[config.mk]
export PLATFORM = sky130hd
export DESIGN_NAME = nios2_oci_dct_capture
export DESIGN_NICKNAME = d
export VERILOG_FILES = /design/src/rtl/nios2_oci_dct_capture.sv
export SDC_FILE = /design/constraint.sdc
export NUM_CORES = 1
export LEC_CHECK = 0
export ABC_AREA = 1
export BUFFER_PORTS_ARGS = -buffer_cell sky130_fd_sc_hd__buf_2
export CAP_MARGIN = 30
export CORE_AREA = 2 2 391 238
export CTS_BUF_LIST = sky130_fd_sc_hd__clkbuf_8 sky130_fd_sc_hd__clkbuf_16
export CTS_CLUSTER_DIAMETER = 120
export DETAILED_ROUTE_END_ITERATION = 16
export DIE_AREA = 0 0 393 240
export PLACE_DENSITY_LB_ADDON = 0.25
export SYNTH_ARGS = -nofsm -noshare
export SYNTH_HDL_FRONTEND = slang
export SYNTH_SLANG_ARGS = --single-unit
export TNS_END_PERCENT = 50
[constraint.sdc]
create_clock -name clk -period 8.9 [get_ports clk]
set_input_delay 1.335 -clock clk [delete_from_list [all_inputs] [get_ports clk]]
set_output_delay 1.335 -clock clk [all_outputs]
set_load 0.01 [all_outputs]
[src/rtl/nios2_oci_dct_capture.sv]
// Debug-capture-trace (DCT) capture buffer.
// Trace words are captured into a circular buffer while the block is ARMED.
// Capture freezes when the test starts ending, and the buffer drains through
// a show-ahead read port. When the buffer is full it either drops new words
// or overwrites the oldest, depending on WRAP_MODE.
module nios2_oci_dct_capture #(
    parameter int DCT_W     = 30,
    parameter int CNT_W     = 4,
    parameter int DEPTH     = 16,
    parameter int WRAP_MODE = 0,
    localparam int ADDR_W   = (DEPTH > 1) ? $clog2(DEPTH) : 1
) (
    input  logic                   clk,
    input  logic                   reset,
    input  logic [DCT_W-1:0]       dct_buffer,
    input  logic [CNT_W-1:0]       dct_count,
    input  logic                   dct_valid,
    input  logic                   test_ending,
    input  logic                   test_has_ended,
    input  logic                   rd_ready,
    output logic                   rd_valid,
    output logic [CNT_W+DCT_W-1:0] rd_data,
    output logic [ADDR_W:0]        level,
    output logic                   overflow,
    output logic                   frozen,
    output logic                   drained
);

    localparam int              DATA_W   = CNT_W + DCT_W;
    localparam logic [ADDR_W:0] FULL_LVL = (ADDR_W + 1)'(DEPTH);
    localparam logic [ADDR_W:0] LVL_ZERO = (ADDR_W + 1)'(0);
    localparam logic [ADDR_W:0] LVL_ONE  = (ADDR_W + 1)'(1);
    localparam logic [ADDR_W-1:0] PTR_ONE = ADDR_W'(1);

    typedef enum logic [1:0] {
        ST_ARMED  = 2'd0,
        ST_FROZEN = 2'd1,
        ST_DONE   = 2'd2
    } state_t;

    state_t              state_q, state_d;
    logic [ADDR_W-1:0]   wptr_q, wptr_d;
    logic [ADDR_W-1:0]   rptr_q, rptr_d;
    logic [ADDR_W:0]     level_q, level_d;
    logic                overflow_q, overflow_d;
    logic [DATA_W-1:0]   mem_q [DEPTH];

    logic                wr_req_s;
    logic                pop_s;
    logic                full_s;
    logic                store_s;

    // A dct_valid in the same cycle as leaving ARMED still counts: the
    // request is qualified with the current (registered) state only.
    assign wr_req_s = (state_q == ST_ARMED) && dct_valid;
    assign pop_s    = (level_q != LVL_ZERO) && rd_ready;
    assign full_s   = (level_q == FULL_LVL);

    // Next-state, pointer, level and overflow computation.
    always_comb begin
        state_d    = state_q;
        wptr_d     = wptr_q;
        rptr_d     = rptr_q;
        level_d    = level_q;
        overflow_d = overflow_q;
        store_s    = 1'b0;

        case (state_q)
            ST_ARMED: begin
                if (test_has_ended) begin
                    state_d = ST_DONE;
                end else if (test_ending) begin
                    state_d = ST_FROZEN;
                end else begin
                    state_d = ST_ARMED;
                end
            end
            ST_FROZEN: begin
                if (test_has_ended) begin
                    state_d = ST_DONE;
                end else begin
                    state_d = ST_FROZEN;
                end
            end
            ST_DONE:  state_d = ST_DONE;
            default:  state_d = ST_ARMED;
        endcase

        if (wr_req_s && (!full_s || pop_s)) begin
            // Room available (or being made by a pop): plain store.
            store_s = 1'b1;
            wptr_d  = wptr_q + PTR_ONE;
            if (pop_s) begin
                rptr_d  = rptr_q + PTR_ONE;
                level_d = level_q;
            end else begin
                rptr_d  = rptr_q;
                level_d = level_q + LVL_ONE;
            end
        end else if (wr_req_s && (WRAP_MODE != 0)) begin
            // Full, overwrite oldest: write slot equals read slot, both advance.
            store_s    = 1'b1;
            wptr_d     = wptr_q + PTR_ONE;
            rptr_d     = rptr_q + PTR_ONE;
            overflow_d = 1'b1;
        end else if (wr_req_s) begin
            // Full, stop-when-full: word is dropped.
            overflow_d = 1'b1;
        end else if (pop_s) begin
            rptr_d  = rptr_q + PTR_ONE;
            level_d = level_q - LVL_ONE;
        end else begin
            level_d = level_q;
        end
    end

    // Control state registers with synchronous reset overriding everything.
    always_ff @(posedge clk) begin
        if (reset) begin
            state_q    <= ST_ARMED;
            wptr_q     <= '0;
            rptr_q     <= '0;
            level_q    <= '0;
            overflow_q <= 1'b0;
        end else begin
            state_q    <= state_d;
            wptr_q     <= wptr_d;
            rptr_q     <= rptr_d;
            level_q    <= level_d;
            overflow_q <= overflow_d;
        end
    end

    // Buffer storage; contents deliberately not reset.
    always_ff @(posedge clk) begin
        if (store_s && !reset) begin
            mem_q[wptr_q] <= {dct_count, dct_buffer};
        end
    end

    assign rd_valid = (level_q != LVL_ZERO);
    assign rd_data  = mem_q[rptr_q];
    assign level    = level_q;
    assign overflow = overflow_q;
    assign frozen   = (state_q != ST_ARMED);
    assign drained  = (state_q == ST_DONE) && (level_q == LVL_ZERO);

endmodule

==> impl_results.md <==
* Distinct cell type count after synthesis at 29
* Multi-input combinational cell area at 5230 um2
* Syn nets at 1784
* First-pass DRT Iterations at 5
* Final period util at 0.535
* Final wirelength at 61.8 mm
* Worst setup EP type: primary output
* Overall Power at 6660 uW
* Mean Syn Cell Area at 13.0 um2
* # fillers at 9162
* Post-DP HPWL at 30.2 mm
* CP required at 7.57 ns
* Sw frac at 0.299
* Worst setup SP type: register
* First-pass GRT wire length at 90.6 mm
* Peak VDD IR at 0.111 mV
* CP Max Fanout at 123
* Fmax at 0.210 GHz
* Reg clk slew, reported paths at 0.07 ns
* Layout cells sized above 1 at 0.146
* Layout net count at 1835
* RSZ-0062 raised after global routing: no
* Vias in the first global route at 13.1k
* Synth-to-Final Area Change at 15.3%
* Initial DRC Count at 1161
* Pre-CTS setup slack at 4.71 ns
* CTS tree: done
* Slew Limit Fails at 0
* RD Place Congestion at 0.702
* P_int at 4670 uW
* Synth Instances at 1735
* Via/cell ratio at 4.49
* Hold Crit Class: register to register
* Comb pwr share at 0.208
* Post-CTS Setup Bufs at 0
* Post-cts sizing count at 0
* Setup TNS Final at 0 ns
* Final WS setup at 4.14 ns
* Die Area at 94300 um2
* Leak pwr at 0.00814 uW
* Num ports at 83
* Worst-Margin Slew at 1.02 ns
* Cts hold-fix bufs at 0
* Initial antenna violation count at 8
* Slew headroom at 0.320
* Reg area at 16700 um2
* Sink Count at 564
* Clock Power Share at 0.341
* Die Span X at 393 um
* Final Hold Viols at 0
* Root Driver: clkbuf_16
* Starting Density at 0.248
* Synth Warn # at 0
* PD cells at 256 nW/um2
* DRC viols at 0
* Port bufs at 82
* Skew-Pair Late Insertion Delay at 0.58 ns
* Seq pwr share at 0.450
* Via count at 13.7k
* Endpoints failing setup at 0
* Worst Skew at 0.0119 ns
* Row count at 86
* Grt ovf at 0
* WHS at 0.480 ns
* Largest net degree at the start of global routing at 124
* Post-synthesis instance area at 22600 um2
* Die Y at 240 um
* Critical path arrival at 3.42 ns
* Seq cells post-synth at 564
* Clock Tree Buf Depth at 3
* Core area at 90900 um2
* Max Cap Viol at 0
* H-tree depth at 2
* WL per Instance at 20.2 um
* Setup CP Type: register to primary output
* Post-route ant nets at 0
* CTS buffer count at 52
* Status: complete, no violations
* P_sw at 1990 uW
* Seq/Total Area, Yosys at 0.741
* Total global-route track usage at 0.129
* Min Clock Period, post-route at 4.76 ns
-- stage by stage --
step,utilization,area (um2),cells
4_1_cts,0.286,26000,3051
5_1_grt,0.286,26000,3053
3_3_place_gp,0.267,24300,2961
2_1_floorplan,-,22600,1735
6_report,0.286,26000,3056
3_5_place_dp,0.267,24300,2963
-- layout make-up --
cell class,count,share of cell area
Antenna cell,4,0.000385
Clock buffer,53,0.0510
Clock inverter,35,0.0138
Inverter,33,0.00505
Multi-Input combinational cell,1024,0.201
Sequential cell,564,0.644
Tap cell,1232,0.0592
Timing Repair Buffer,111,0.0262
-- metal layers --
layer / share of wire / wire (um) / GRT usage / up-vias
met5: 0.00053 / 33 / 0 / -
met3: 0.052 / 3210 / 0.0230 / 69
li1: - / - / - / 6438
met4: 0.015 / 896 / 0.0228 / 4
met2: 0.44 / 27100 / 0.197 / 300
met1: 0.49 / 30600 / 0.193 / 6902
-- sequential cells by signal (all words and copies together) (netlist names), named ones only --
name / cells
level: 5
mem_q: 544
overflow: 1
rptr_q: 4
state_q: 2
wptr_q: 4
-- cells in the mapped netlist --
cell type	count	area, um2
ha_1	8	100
o21ai_1	140	701
xnor2_1	1	8.76
inv_2	7	26.3
clkbuf_1	53	199
buf_2	30	150
o21ai_0	174	871
buf_6	14	158
edfxtp_1	544	16300
buf_4	5	37.5
clkinv_1	1	3.75
inv_1	24	90.1
buf_8	1	15.0
inv_4	1	6.26
a31oi_1	1	6.26
a21oi_1	18	90.1
o211ai_1	112	841
nor2_2	21	131
nor3_1	1	5.00
nand3_1	45	225
nand3b_1	1	7.51
buf_1	11	41.3
nor4_1	1	6.26
fa_1	1	20.0
dfxtp_1	20	400
nor2_1	409	1540
xor2_1	2	17.5
nand2_1	65	244
o211ai_2	24	300
-- final timing paths --
check	startpoint	endpoint	slack [ns]	depth (start not counted)
setup / recovery	register	rd_data[7]	4.14	9
hold / removal	state_q[1]$_SDFF_PP0_	state_q[0]$_SDFF_PP0_	0.48	1
setup reg to reg	state_q[1]$_SDFF_PP0_	mem_q[5][14]$_DFFE_PP_	5.75	8
hold reg to reg	state_q[1]$_SDFF_PP0_	state_q[0]$_SDFF_PP0_	0.48	1
-- placed cells by master (no fill, tap or decap), drive strengths merged, types with 2 or more instances in the layout --
master,netlist,final
nand2,65,65
clkinvlp,0,4
clkinv,1,22
o21ai,314,314
edfxtp,544,544
buf,61,111
nand3,45,45
nor2,430,430
ha,8,8
bufinv,0,7
xor2,2,2
a21oi,18,18
o211ai,136,136
diode,0,4
dfxtp,20,20
clkbuf,53,53
inv,32,35
-- worst max-delay path, cell delays in order (launching register included) --
cell and delay (ns):
dfxtp_4 0.44, inv_8 0.56, buf_4 0.81, nor2_1 0.09
nor2_1 0.11, o21ai_0 0.10, o211ai_1 0.15, nand3_1 0.10
nand2_1 0.19, buf_2 0.17
-- power by group through the flow --
stage | combinational [uW] | sequential (uW) | clock, uW
6_report | 1390 | 3000 | 2280
3_5_place_dp | 1410 | 3060 | 0
2_1_floorplan | 1020 | 3030 | 0
3_3_place_gp | 1320 | 3120 | 0
5_1_grt | 1570 | 3010 | 2430
4_1_cts | 1410 | 3000 | 2330
-- cells by family (layout without fill, tap and decap cells) --
family / after synthesis / count (layout) / share of synthesized area
buf+inv: 147 / 232 / 0.0322
xor+xnor: 3 / 3 / 0.00116
other cells: 0 / 4 / 0
compound gates: 469 / 469 / 0.124
fa+ha+maj: 9 / 9 / 0.00532
flops: 564 / 564 / 0.741
simple gates: 543 / 543 / 0.0954
(Power assumes the default switching activity.)
